$ cat src/rtl/multicycle_controller.sv
// Multicycle controller: Moore FSM sequencing fetch/decode/execute for a small
// ARM-like datapath. Outputs are a function of the current state and the
// instruction register contents.
module multicycle_controller (
    input  logic        clock,
    input  logic        reset,
    input  logic [31:0] INSTRUCTION_OUT,
    input  logic [3:0]  FLAGS,
    output logic        A3Src,
    output logic        AdrSrc,
    output logic        FlagUpdate,
    output logic        IRWrite,
    output logic        MemWrite,
    output logic        PCWrite,
    output logic        RegWrite,
    output logic        WD3Src,
    output logic [1:0]  ALUSrcA,
    output logic [1:0]  ALUSrcB,
    output logic [1:0]  ResultSrc,
    output logic [1:0]  RegSrc,
    output logic [2:0]  ALUop,
    output logic [2:0]  ShiftType,
    output logic [3:0]  state_out,
    output logic        illegal
);

    typedef enum logic [3:0] {
        StFetch    = 4'd0,
        StDecode   = 4'd1,
        StMemAdr   = 4'd2,
        StMemRead  = 4'd3,
        StMemWb    = 4'd4,
        StMemWrite = 4'd5,
        StExecR    = 4'd6,
        StExecI    = 4'd7,
        StAluWb    = 4'd8,
        StBranch   = 4'd9
    } state_e;

    state_e state_q, state_d;
    logic   cond_ok_q, cond_ok_d;

    // Instruction fields
    logic [3:0] cond;
    logic [1:0] op;
    logic [3:0] cmd;
    logic       i_bit, s_bit, u_bit, link;
    assign cond  = INSTRUCTION_OUT[31:28];
    assign op    = INSTRUCTION_OUT[27:26];
    assign i_bit = INSTRUCTION_OUT[25];
    assign cmd   = INSTRUCTION_OUT[24:21];
    assign s_bit = INSTRUCTION_OUT[20];
    assign u_bit = INSTRUCTION_OUT[23];
    assign link  = INSTRUCTION_OUT[24];

    // Register numbers and immediates are consumed by the datapath, not here.
    logic unused_instr_bits;
    assign unused_instr_bits = ^{INSTRUCTION_OUT[19:12], INSTRUCTION_OUT[4:0]};

    // Condition check against {N,Z,C,V}
    logic flag_n, flag_z, flag_c, flag_v, cond_pass;
    assign {flag_n, flag_z, flag_c, flag_v} = FLAGS;

    always_comb begin
        unique case (cond)
            4'b0000: cond_pass = flag_z;
            4'b0001: cond_pass = !flag_z;
            4'b0010: cond_pass = flag_c;
            4'b0011: cond_pass = !flag_c;
            4'b0100: cond_pass = flag_n;
            4'b0101: cond_pass = !flag_n;
            4'b0110: cond_pass = flag_v;
            4'b0111: cond_pass = !flag_v;
            4'b1000: cond_pass = flag_c && !flag_z;
            4'b1001: cond_pass = !flag_c || flag_z;
            4'b1010: cond_pass = (flag_n == flag_v);
            4'b1011: cond_pass = (flag_n != flag_v);
            4'b1100: cond_pass = !flag_z && (flag_n == flag_v);
            4'b1101: cond_pass = flag_z || (flag_n != flag_v);
            4'b1110: cond_pass = 1'b1;
            default: cond_pass = 1'b0;
        endcase
    end

    // Data-processing command decode
    logic [2:0] exec_aluop;
    logic       cmd_legal, is_cmp;
    always_comb begin
        exec_aluop = 3'b100;
        cmd_legal  = 1'b1;
        is_cmp     = 1'b0;
        unique case (cmd)
            4'b0000: exec_aluop = 3'b000;
            4'b0010: exec_aluop = 3'b010;
            4'b0100: exec_aluop = 3'b100;
            4'b1100: exec_aluop = 3'b110;
            4'b1010: begin
                exec_aluop = 3'b010;
                is_cmp     = 1'b1;
            end
            4'b1101: exec_aluop = 3'b111;
            default: cmd_legal = 1'b0;
        endcase
    end

    // cond_ok is captured while decoding and held for the rest of the instruction
    assign cond_ok_d = (state_q == StDecode) ? cond_pass : cond_ok_q;

    // State register with synchronous active-low reset
    always_ff @(posedge clock) begin
        if (!reset) begin
            state_q   <= StFetch;
            cond_ok_q <= 1'b0;
        end else begin
            state_q   <= state_d;
            cond_ok_q <= cond_ok_d;
        end
    end

    // Next-state logic
    always_comb begin
        state_d = StFetch;
        unique case (state_q)
            StFetch:  state_d = StDecode;
            StDecode: begin
                if (!cond_pass || op == 2'b11) begin
                    state_d = StFetch;
                end else if (op == 2'b01) begin
                    state_d = StMemAdr;
                end else if (op == 2'b10) begin
                    state_d = StBranch;
                end else begin
                    state_d = i_bit ? StExecI : StExecR;
                end
            end
            StMemAdr:   state_d = s_bit ? StMemRead : StMemWrite;
            StMemRead:  state_d = StMemWb;
            StMemWb:    state_d = StFetch;
            StMemWrite: state_d = StFetch;
            StExecR, StExecI: state_d = (!cmd_legal || is_cmp) ? StFetch : StAluWb;
            StAluWb:    state_d = StFetch;
            StBranch:   state_d = StFetch;
            default:    state_d = StFetch;
        endcase
    end

    // Output logic; commits after decode are additionally qualified by cond_ok
    always_comb begin
        logic commit_ok;
        A3Src      = 1'b0;
        AdrSrc     = 1'b0;
        FlagUpdate = 1'b0;
        IRWrite    = 1'b0;
        MemWrite   = 1'b0;
        PCWrite    = 1'b0;
        RegWrite   = 1'b0;
        WD3Src     = 1'b0;
        illegal    = 1'b0;
        ALUSrcA    = 2'b00;
        ALUSrcB    = 2'b00;
        ResultSrc  = 2'b00;
        ALUop      = 3'b100;
        ShiftType  = 3'b111;
        RegSrc     = (state_q == StFetch) ? 2'b00 : {op == 2'b01, op == 2'b10};
        commit_ok  = cond_ok_q;
        unique case (state_q)
            StFetch: begin
                IRWrite   = 1'b1;
                PCWrite   = 1'b1;
                ALUSrcB   = 2'b11;
                ResultSrc = 2'b10;
                commit_ok = 1'b1;
            end
            StDecode: begin
                ALUSrcB   = 2'b11;
                ResultSrc = 2'b10;
                illegal   = (op == 2'b11);
                commit_ok = 1'b1;
            end
            StMemAdr: begin
                ALUSrcA = 2'b01;
                ALUSrcB = 2'b01;
                ALUop   = u_bit ? 3'b100 : 3'b010;
            end
            StMemRead: AdrSrc = 1'b1;
            StMemWb: begin
                AdrSrc    = 1'b1;
                RegWrite  = 1'b1;
                ResultSrc = 2'b01;
            end
            StMemWrite: begin
                AdrSrc   = 1'b1;
                MemWrite = 1'b1;
            end
            StExecR, StExecI: begin
                ALUSrcA = 2'b01;
                ALUSrcB = (state_q == StExecI) ? 2'b01 : 2'b00;
                if (state_q == StExecR && INSTRUCTION_OUT[11:7] != 5'd0) begin
                    ShiftType = {1'b0, INSTRUCTION_OUT[6:5]};
                end
                if (cmd_legal) begin
                    ALUop      = exec_aluop;
                    FlagUpdate = is_cmp | s_bit;
                end else begin
                    illegal = 1'b1;
                end
            end
            StAluWb: RegWrite = 1'b1;
            StBranch: begin
                ALUSrcB   = 2'b10;
                ResultSrc = 2'b10;
                PCWrite   = 1'b1;
                if (link) begin
                    RegWrite = 1'b1;
                    A3Src    = 1'b1;
                    WD3Src   = 1'b1;
                end
            end
            default: ;
        endcase
        if (!commit_ok) begin
            RegWrite   = 1'b0;
            MemWrite   = 1'b0;
            PCWrite    = 1'b0;
            FlagUpdate = 1'b0;
        end
        if (!reset) begin
            IRWrite    = 1'b0;
            PCWrite    = 1'b0;
            RegWrite   = 1'b0;
            MemWrite   = 1'b0;
            FlagUpdate = 1'b0;
            illegal    = 1'b0;
        end
    end

    assign state_out = state_q;

endmodule
$ cat config.mk
export PLATFORM = sky130hd
export DESIGN_NAME = multicycle_controller
export DESIGN_NICKNAME = d
export VERILOG_FILES = /design/src/rtl/multicycle_controller.sv
export SDC_FILE = /design/constraint.sdc
export NUM_CORES = 1
export LEC_CHECK = 0
export BUFFER_PORTS_ARGS = -buffer_cell sky130_fd_sc_hd__buf_4
export CELL_PAD_IN_SITES_DETAIL_PLACEMENT = 0
export CELL_PAD_IN_SITES_GLOBAL_PLACEMENT = 1
export CORE_MARGIN = 2
export CORE_UTILIZATION = 23
export CTS_CLUSTER_DIAMETER = 40
export DETAILED_ROUTE_END_ITERATION = 16
export PLACE_DENSITY_LB_ADDON = 0.1
export SLEW_MARGIN = 20
export SYNTH_ARGS = -nofsm -noshare
export SYNTH_HDL_FRONTEND = slang
export SYNTH_SLANG_ARGS = --single-unit
$ cat constraint.sdc
create_clock -name clock -period 1.5 [get_ports clock]
set_clock_uncertainty 0.05 [all_clocks]
set_input_delay 0.075 -clock clock [delete_from_list [all_inputs] [get_ports clock]]
set_output_delay 0.075 -clock clock [all_outputs]
set_load 0.01 [all_outputs]
After elaboration in Yosys (flattened, before gate mapping)
Index checks and enable logic that the tools add are counted.

Bits of input ports: 38. Bits in registers: 5. Word-level logic and storage cells: 105.

Bitwise operators: 1. Equal/unequal tests: 33. Muxes and demuxes: 43. Reduce and logical (&&, ||, !) cells: 26.

Operator list (number): $eq 4x4->1 const B (12); $eq 4x3->1 const B (9); $mux 1 (25); $eq 4x2->1 const B (5); $pmux 4 s5 (1); $mux 4 (4); $mux 3 (5); $pmux 1 s15 (1); $logic_not 4->1 (3); $pmux 3 s4 (1); $reduce_or 2->1 (5); $reduce_or 3->1 (3); $eq 4x1->1 const B (2); $pmux 2 s4 (1); $logic_not 1->1 (6); $pmux 3 s2 (1); $reduce_or 6->1 (1); $reduce_bool 5->1 (1); $eq 2x2->1 const B (2); $logic_or 1x1->1 (4); $pmux 1 s2 (2); $pmux 2 s2 (1); $logic_and 1x1->1 (3); $eq 2x1->1 const B (1); other kinds (4) (4).

Logic depth before layout (Yosys ltp)
Gate-level depths: netlist of the first run.

Depth in word-level cells: 7. Depth in mapped cells: 7. Gate-level depth less buffers: 6.

Worst setup path before layout of the first run
No wires, ideal clock.

Path type: reg2reg. Start: register state_q[0], in the netlist state_out[0]. End: register state_q[0], in the netlist state_out[0]. Arrival time: 1519 ps. Period minus slack after synthesis: 1654 ps. Path buffers: 0. Data required time: 1365 ps. Path slack: -154 ps. Cell stages (with the launch flop): 5. Path through: dfxtp_1 inv_1 nor4_1 o311ai_4 o31ai_2.

Word-level cells in the longest chain between the ends: 3. Elaborated cells on any way between the ends: 8. Those cells by class: eq/ne: 5; mux: 1; reduce/logical: 2.

RTL lines: start, declared (line 40) `state_e state_q, state_d;`; start signal, assigned (line 112) `state_q <= StFetch;`; start signal, assigned (line 115) `state_q <= state_d;`; $eq 4x3->1 (line 123) `unique case (state_q)`; $reduce_or 2->1; $pmux 4 s5 (*) (line 123).

Every way passes the cells marked *; elsewhere a longest branch is shown, timed or not. A chain may end at the register's enable or synchronous reset.

Worst setup path after layout of the first run
Start: register state_q[2], in the netlist state_out[2]. End: output ShiftType[1].

Word-level cells in the longest chain between the ends: 4. Elaborated cells on any way between the ends: 6. Those cells by class: eq/ne: 2; mux: 2; reduce/logical: 2.

RTL lines: $eq 4x3->1 (line 166, 198); $logic_and 1x1->1 (line 198) `if (state_q == StExecR && INSTRUCTION_OUT[11:7] != 5'd0) begin`; $mux 3 (line 198); $mux 3 (*) (line 166) `unique case (state_q)`; end, declared (line 22) `output logic [2:0] ShiftType,`.

Marked as above.

==> results of run 1 <==
[cells in the mapped netlist (all sizes together) (2+ instances only)]
master and n:
xnor2 2, mux2i 3, buf 3, or2 2
nand3 5, o21ai 11, xor2 2, nor3 6
ha 4, a21oi 7, a21boi 3, nand2b 3
nor2b 8, clkbuf 6, dfxtp 5, o22ai 2
nand2 11, nor2 11, inv 8, nor3b 2
nand4 2, nand3b 2, nor4 4
[worst reg2reg max path: stages, from the launching register on]
cell	delay [ps]
dfxtp_2	310
buf_6	150
nor4_4	230
buf_4	170
o311ai_4	110
o31ai_2	190
[timing repair]
| item | in CTS | in global routing |
|---|---|---|
| setup buffers | 3 | 2 |
| hold buffers | 0 | 0 |
| gates resized for setup | 14 | 19 |
| pin swaps | 1 | 8 |
| endpoints found under the setup margin | 7 | 10 |
[kinds of logic after synthesis]
| family | share of synthesized area |
|---|---|
| AOI/OAI and AO/OA | 0.2810 |
| other | 0.004319 |
| buffers and inverters | 0.09221 |
| xor gates and xnor gates | 0.04035 |
| muxes | 0.04755 |
| and+or+nand+nor | 0.3617 |
| DFF | 0.1153 |
| adders and majority gates | 0.05764 |
[flip-flops by register name, summed over array words and instances (netlist names)]
name / cells
state_out: 4
cond_ok_q: 1
[layout make-up]
class	instances	area (um^2)	share of cell area
flip-flops and latches	5	108.9	0.06954
multi-input cells	104	773.2	0.4940
clock buffers	4	45.04	0.02878
inverters	8	30.03	0.01918
repair buffers	69	548.0	0.3501
well taps	48	60.06	0.03837
[power breakdown]
part	total (W)	internal [W]	leakage [nW]	switching (W)
sequential	0.000156	0.000143	0.0430	0.0000132
clock	0.000242	0.000182	0.0228	0.0000601
combinational	0.000382	0.000197	0.638	0.000185
[worst paths after layout]
path	to	slack (ps)	cells after the start
max	ShiftType[1]	30	6
min	cond_ok_q	130	3
max reg2reg	state_out[0]	190	5
min reg2reg	state_out[3]	500	2
[per-layer routing]
layer	vias to the layer above	global-route usage
li1	573	-
met1	504	0.1694
met2	36	0.2258
met3	2	0.01712
met4	0	0.04688
met5	-	0
[metrics by stage]
step | util | cells | power (W) | worst slack [ps]
after floorplan | - | 126 | 0.0003380 | 21.53
after global placement | 0.3774 | 229 | 0.0005111 | -46.40
after detailed placement | 0.3774 | 229 | 0.0005131 | -75.51
after CTS | 0.4053 | 236 | 0.0007707 | -22.51
after global routing | 0.4308 | 238 | 0.0008339 | -55.76
final | 0.4308 | 238 | 0.0007805 | 28.67
==> summary.txt, run 1 <==
Hold path
  • Hold_sp: reset
  • Hold/Removal Path Class: input pin to flop

Global routing
  • Initial antenna violation count: 0
  • First-pass GRT wire length: around 4.5 mm
  • Number of global-route vias before repair: 1046
  • Tot GR Track Use: 0.1321
  • GR Overflow Total: 0
  • Largest net degree at the start of global routing: 13

Route
  • Vias per cell: 4.685
  • Antenna Nets Post-Route: 0
  • Top Metal Used: met4
  • Final WL: 2.774 mm
  • DR WL met2: 1.365 mm
  • Via count: 1115
  • Wire per inst: 11.66 um
  • Initial detailed-routing violation count: 69
  • DR pass1 iterations: 4
  • Met1 WL: about 1.3 mm
  • # DRC: 0
  • DR WL met3: 124 um

Clocking
  • CTS H-tree lvls: 1
  • Worst skew pair latency: 220 ps
  • Num CTS Buffers: 3
  • Reg clk slew, reported paths: roughly 30 ps
  • CTS tree: built
  • Max clock buf depth: 2
  • CTS sink cnt: 5
  • CTS root buffer: clkbuf_8

Synthesis
  • Synth top area share: 0.1153
  • Synth area leader: dfxtp_1
  • EDFF count, synth: 0
  • Post-synthesis cell type count: 43
  • Seq/Total Area, Yosys: 0.1153
  • Synth warn: 0
  • Asr flop ratio synth: 0
  • Synth Flop Type: dfxtp_1
  • Syn avg cell area: 6.892 um^2
  • #FFs+latches synth: 5
  • Area contributors post-synth: dfxtp_1 12%, ha_1 5.8%, o21ai_0 5.2%
  • Area of the mapped netlist: between 800 and 900 um^2
  • Net count after synthesis: between 150 and 200
  • Gate Count Post-Synth: 126

Die
  • Die Width: around 65 um
  • Core area: 3633 um^2
  • FP Rows: 22
  • Die Span Y: 65.45 um
  • Total die area: 4283 um^2
  • Starting Density: 0.2390
  • IO Pins: 65

STA
  • Max Freq: a little under 0.7 GHz
  • Final setup violation count: 0
  • Setup TNS: 0 ps
  • Final hold violation count: 0
  • Final period util: 0.9809
  • Slew Limit Fails: 0
  • RSZ-0062 raised after global routing: yes
  • Min cycle time layout: approximately 1500 ps
  • Worst hold slack: 128.2 ps

Pwr
  • Worst vdd rail ir drop: 0.3740 mV
  • PD cells: 498.6 nW/um^2
  • Leakage: between 0.7 and 0.8 nW

Worst setup path
  • Crit path kind: flop to output port
  • Crit-path slowest cell: dfxtp_2
  • Worst EP required: 1370 ps
  • Cell family with most CP delay: simple AND/OR/NAND/NOR gates
  • CP cell instances: nor2b_4 -> nand2_2 -> nor2_2 -> o21ai_2 -> or2_2 -> buf_6
  • Largest stage delay, worst path: 320 ps
  • Crit path DAT: 1350 ps
  • Buffer and inverter count on the worst path: 1
  • CP max FO: 3
  • Critical path endpoint category: output port
  • Critical path launch point type: flop
  • Reg-to-reg critical path startpoint: state_out[2]
  • Setup crit start: state_out[2]

Outcome
  • Status: finished, final reports clean

Finish
  • Commonest non-fill, non-tap cells in the layout: 62 x buf_4, 10 x nand2_1, 8 x inv_1
  • Fill cells: 399
  • Finished Cell Area: around 1600 um^2
  • Most common cell after layout, fill and taps aside: buf_4
  • Ant diodes: 0
  • Layout net count: 233
  • Share of layout cells above drive strength 1: 0.5263
  • Area grow syn2layout: 80.26%

Place
  • Area post-placement: roughly 1400 um^2
  • Port Buffer Count: 50
  • GPL Wtd Cong: 0.8451
  • HPWL after detailed placement: 2.235 mm

Job
  • Number of max-cap violations: 0
Power figures use the tool's default switching activity.
==> inputs of run 2 (changes only) <==
BUFFER_PORTS_ARGS = -buffer_cell sky130_fd_sc_hd__buf_2   (was -buffer_cell sky130_fd_sc_hd__buf_4)
==> summary.txt, run 2 (synthesis results as in run 1) <==
Finish
  • Ant diodes: 0 (unchanged)
  • Area grow syn2layout: 65.13%
  • Multi-input gate area: 763.2 um^2 (-1.3%)
  • Share of layout cells above drive strength 1: 0.5211 (-0.005263)
  • Fill cells: 426 (+6.8%)
  • Fin cells: 238 (unchanged)
  • Final Util: 0.3946 (-0.03616)
  • Commonest non-fill, non-tap cells in the layout: 48 x buf_2, 15 x buf_4, 9 x nand2_1
  • Max reg flops: 4 (unchanged)
  • Most common cell after layout, fill and taps aside: buf_2
  • Layout net count: 233 (unchanged)
  • Register Area: 106.4 um^2 (-2.3%)

Worst setup path
  • Crit path kind: flop to output port
  • Critical path launch point type: flop
  • Worst EP required: 1370 ps (about the same)
  • Critical path endpoint category: output port
  • Crit path DAT: 1390 ps (+40 ps)
  • CP max FO: 8 (+5)

Pwr
  • Comb power frac: 0.455 (-0.035)
  • Power consumption: 0.0007611 W (-2.5%)
  • Leakage: 0.6721 nW (-4.6%)
  • P_int: 0.0004900 W (-6.1%)
  • PD cells: 530.8 nW/um^2 (+6.4%)
  • Sequential share of power: 0.205 (+0.005)
  • P_sw: 0.0002711 W (+4.9%)
  • Switching Share: 0.3562 (+0.02510)
  • Worst vdd rail ir drop: 0.3368 mV (-9.9%)
  • Proportion of power drawn by the clock network: 0.339 (+0.029)

Clocking
  • CTS sink cnt: 5 (unchanged)
  • CTS H-tree lvls: 1 (unchanged)
  • Max clock buf depth: 2 (unchanged)
  • CTS tree: built
  • Worst skew pair latency: 230 ps (about the same)
  • CTS root buffer: clkbuf_8
  • Num CTS Buffers: 3 (unchanged)
  • Reg clk slew, reported paths: 40 ps (about the same)

Route
  • DR pass1 iterations: 4 (unchanged)
  • # DRC: 0 (unchanged)
  • Final WL: 2.732 mm (-1.5%)
  • Antenna Nets Post-Route: 0 (unchanged)
  • Wire per inst: 11.48 um (-1.5%)
  • Vias per cell: 4.563 (-2.6%)
  • Via count: 1086 (-2.6%)
  • Initial detailed-routing violation count: 48 (-30%)

STA
  • Final setup violation count: 2 (+2)
  • Slew Limit Fails: 0 (unchanged)
  • RSZ-0062 raised after global routing: yes
  • Final period util: 1.007 (+0.02612)
  • Min cycle time layout: 1511 ps (+39.19 ps)
  • Final hold violation count: 0 (unchanged)
  • Setup slack after layout: -10.51 ps (-39.18 ps)
  • Max Freq: 0.6620 GHz (-2.6%)
  • Setup TNS: -17.04 ps (-17.04 ps)

Die
  • FP Rows: 22 (unchanged)
  • IO Pins: 65 (unchanged)
  • Core area: 3633 um^2 (unchanged)
  • Total die area: 4283 um^2 (unchanged)
  • Die Width: 65.45 um (unchanged)
  • Die Span Y: 65.45 um (unchanged)
  • Starting Density: 0.2390 (unchanged)

Place
  • HPWL after detailed placement: 2.230 mm (-0.23%)
  • GPL Wtd Cong: 0.8646 (+2.3%)
  • DP Cell Count: 230 (+0.44%)
  • Port Buffer Count: 50 (unchanged)
  • Pre-CTS setup slack: -107.2 ps (-31.73 ps)

Global routing
  • Tot GR Track Use: 0.1320 (about the same)
  • GR Overflow Total: 0 (unchanged)
  • Initial antenna violation count: 0 (unchanged)
  • Largest net degree at the start of global routing: 14 (+1)
  • Number of global-route vias before repair: 990 (-5.4%)
  • First-pass GRT wire length: 4.485 mm (-0.91%)

Hold path
  • Hold/Removal Path Class: input pin to flop

Outcome
  • Failing checks: negative setup slack
  • Status: complete, but fails checks

Job
  • Number of max-cap violations: 0 (unchanged)
[run 2: final cells by class]
class | count | area share
Multi-Input combinational cell | 104 | 0.5323
Clock buffer | 4 | 0.03141
Tap cell | 48 | 0.04188
Inverter | 8 | 0.02094
Sequential cell | 5 | 0.07417
Timing Repair Buffer | 69 | 0.2993
[run 2: critical path, stage by stage, from the launching register on]
cell,delay (ps)
dfxtp_2,340
buf_6,130
buf_6,130
mux2_2,330
nor2_1,90
buf_2,140
[run 2: through the flow]
stage / hold slack [ps] / cell area [um^2]
3_5_place_dp: 362.7 / 1254
6_report: 121.0 / 1434
3_3_place_gp: 367.6 / 1254
2_1_floorplan: 179.9 / 880.8
5_1_grt: 124.2 / 1434
4_1_cts: 123.2 / 1356
[run 2: metal layers]
metal | track usage | share of wire | routed length, um
met5 | 0 | 0 | 0
met3 | 0.02055 | 0.039 | 107
met4 | 0.05469 | 0.014 | 37
met2 | 0.2194 | 0.46 | 1244
met1 | 0.1693 | 0.49 | 1342
[run 2: worst paths after layout]
kind	from	to	slack, ps	cells after the start
min	INSTRUCTION_OUT[25]	state_out[0]	120	3
max reg2reg	state_out[2]	state_out[0]	200	5
min reg2reg	state_out[3]	state_out[3]	570	3
max	state_out[2]	AdrSrc	-10	5
[run 2: power groups by stage]
stage                     Combinational [W]  Clock [W]  Sequential, W
after floorplan                    0.000178          0       0.000160
after global placement             0.000320          0       0.000157
after detailed placement           0.000322          0       0.000157
after CTS                          0.000338   0.000266       0.000157
after global routing               0.000385   0.000280       0.000157
final                              0.000347   0.000258       0.000156
[run 2: repair_timing]
action	in CTS	in global routing
buffers inserted	2	2
hold buffers	0	0
resized for setup	15	19
setup endpoints to repair	9	10
pin swaps	2	7
==> inputs of run 3 (changes only) <==
SETUP_SLACK_MARGIN = 0.3   (was default)
==> summary.txt, run 3 (synthesis results as in run 1) <==
Clocking
  • Max clock buf depth: 2 (unchanged)
  • CTS sink cnt: 5 (unchanged)
  • Worst skew pair latency: 220 ps (about the same)
  • CTS root buffer: clkbuf_8
  • CTS tree: built
  • CTS H-tree lvls: 1 (unchanged)
  • Reg clk slew, reported paths: 30 ps (about the same)
  • Num CTS Buffers: 3 (unchanged)

Global routing
  • First-pass GRT wire length: 5.030 mm (+12%)
  • GR Overflow Total: 0 (unchanged)
  • Number of global-route vias before repair: 1148 (+16%)
  • Tot GR Track Use: 0.1454 (+0.01333)
  • Initial antenna violation count: 0 (unchanged)
  • Largest net degree at the start of global routing: 11 (-3)

Route
  • Antenna Nets Post-Route: 0 (unchanged)
  • DR pass1 iterations: 5 (+1)
  • # DRC: 0 (unchanged)
  • Final WL: 3.130 mm (+15%)
  • Initial detailed-routing violation count: 28 (-42%)
  • Via count: 1224 (+13%)
  • Vias per cell: 4.800 (+5.2%)
  • Wire per inst: 12.27 um (+6.9%)

Place
  • Port Buffer Count: 50 (unchanged)
  • GPL Wtd Cong: 0.8015 (-7.3%)
  • HPWL after detailed placement: 2.192 mm (-1.7%)
  • Area post-placement: 1306 um^2 (+4.2%)

Pwr
  • Leakage: 0.8414 nW (+25%)
  • Worst vdd rail ir drop: 0.4241 mV (+26%)
  • Switching Share: 0.3531 (-0.003071)
  • Power consumption: 0.0008583 W (+13%)
  • PD cells: 488.6 nW/um^2 (-8.0%)
  • Sequential share of power: 0.187 (-0.018)
  • P_sw: 0.0003031 W (+12%)
  • Comb power frac: 0.527 (+0.072)
  • Proportion of power drawn by the clock network: 0.286 (-0.053)
  • P_int: 0.0005552 W (+13%)

STA
  • Setup TNS: 0 ps (+17.04 ps)
  • Min cycle time layout: 1472 ps (-38.18 ps)
  • Final setup violation count: 0 (-2)
  • Slew Limit Fails: 0 (unchanged)
  • Max Freq: 0.6792 GHz (+2.6%)
  • Final period util: 0.9816 (-0.02546)
  • Final hold violation count: 0 (unchanged)
  • RSZ-0062 raised after global routing: yes

Worst setup path
  • Worst EP required: 1370 ps (about the same)
  • RR Endpoint: state_out[0]
  • R2R depth: 6 (+1)
  • Crit path DAT: 1350 ps (-40 ps)
  • Reg-to-reg critical path startpoint: state_out[3]
  • CP max FO: 5 (-3)
  • Setup slack, reg-to-reg: 110 ps (-90 ps)
  • Critical path endpoint category: output port
  • Critical path launch point type: flop
  • Crit path kind: flop to output port

Finish
  • Max reg flops: 4 (unchanged)
  • Layout net count: 250 (+7.3%)
  • Fill cells: 388 (-8.9%)
  • Area grow syn2layout: 102.3%
  • Finished Cell Area: 1757 um^2 (+23%)
  • Final Util: 0.4835 (+0.08884)
  • Most common cell after layout, fill and taps aside: buf_2
  • Commonest non-fill, non-tap cells in the layout: 47 x buf_2, 19 x buf_4, 18 x buf_6
  • Share of layout cells above drive strength 1: 0.6377 (+0.1166)
  • Ant diodes: 0 (unchanged)

Outcome
  • Status: finished, final reports clean

Die
  • IO Pins: 65 (unchanged)
  • Total die area: 4283 um^2 (unchanged)
  • Die Span Y: 65.45 um (unchanged)
  • FP Rows: 22 (unchanged)
  • Core area: 3633 um^2 (unchanged)
  • Starting Density: 0.2390 (unchanged)
  • Die Width: 65.45 um (unchanged)

Hold path
  • Hold_sp: reset
  • Worst hold path depth: 3 (unchanged)
  • Hold/Removal Path Class: input pin to flop
  • Worst hold endpoint: cond_ok_q

Job
  • Number of max-cap violations: 0 (unchanged)
## run 3: worst max path at each step
stage,start,to,slack (ps),depth (start not counted)
after floorplan,INSTRUCTION_OUT[30],state_out[2],120,7
after global placement,FLAGS[3],state_out[0],-40,7
after detailed placement,INSTRUCTION_OUT[30],state_out[2],-60,7
after CTS,state_out[2],ShiftType[0],20,6
after global routing,state_out[3],illegal,-30,5
final,state_out[2],illegal,30,6
## run 3: worst max-delay path, cell delays in order, from the launching register on
cell,delay [ps]
dfxtp_4,360
nor2b_4,170
nand2_4,90
a21oi_1,130
o21ai_1,110
a21boi_2,140
buf_2,140
## run 3: layout make-up
type | instances | area [um^2] | share of cell area
clock buffer | 4 | 45.04 | 0.02564
sequential | 5 | 115.1 | 0.06553
inverter | 8 | 32.53 | 0.01852
multi-input combinational | 104 | 888.4 | 0.5057
timing repair buffer | 86 | 615.6 | 0.3504
tap | 48 | 60.06 | 0.03419
## run 3: power by group through the flow
stage | Sequential, W | Combinational, W | Clock [W]
final | 0.000160 | 0.000452 | 0.000245
after CTS | 0.000160 | 0.000413 | 0.000248
after global routing | 0.000163 | 0.000495 | 0.000259
after global placement | 0.000171 | 0.000312 | 0
after floorplan | 0.000161 | 0.000202 | 0
after detailed placement | 0.000171 | 0.000316 | 0
## run 3: layer usage
metal	vias to the layer above	GRT usage	share of wire
li1	608	-	-
met1	572	0.1954	0.45
met2	40	0.2500	0.50
met3	4	0.01027	0.042
met4	0	0.03906	0.0080
met5	-	0	0
## run 3: stage by stage
step                setup slack, ps  std cells  hold WS (ps)
detailed placement           -58.89        226         369.6
global placement             -38.76        226         366.9
finish                        27.67        255         132.8
CTS                           22.27        248         132.4
global route                 -25.22        255         157.6
floorplan                     121.9        126         156.1
## run 3: what timing repair did
item                                    in CTS  in global routing
gates resized for setup                     39                 15
setup buffers                               18                  7
hold buffers                                 0                  0
pin swaps                                   13                 17
gates cloned                                 0                  0
endpoints found under the setup margin      27                 28
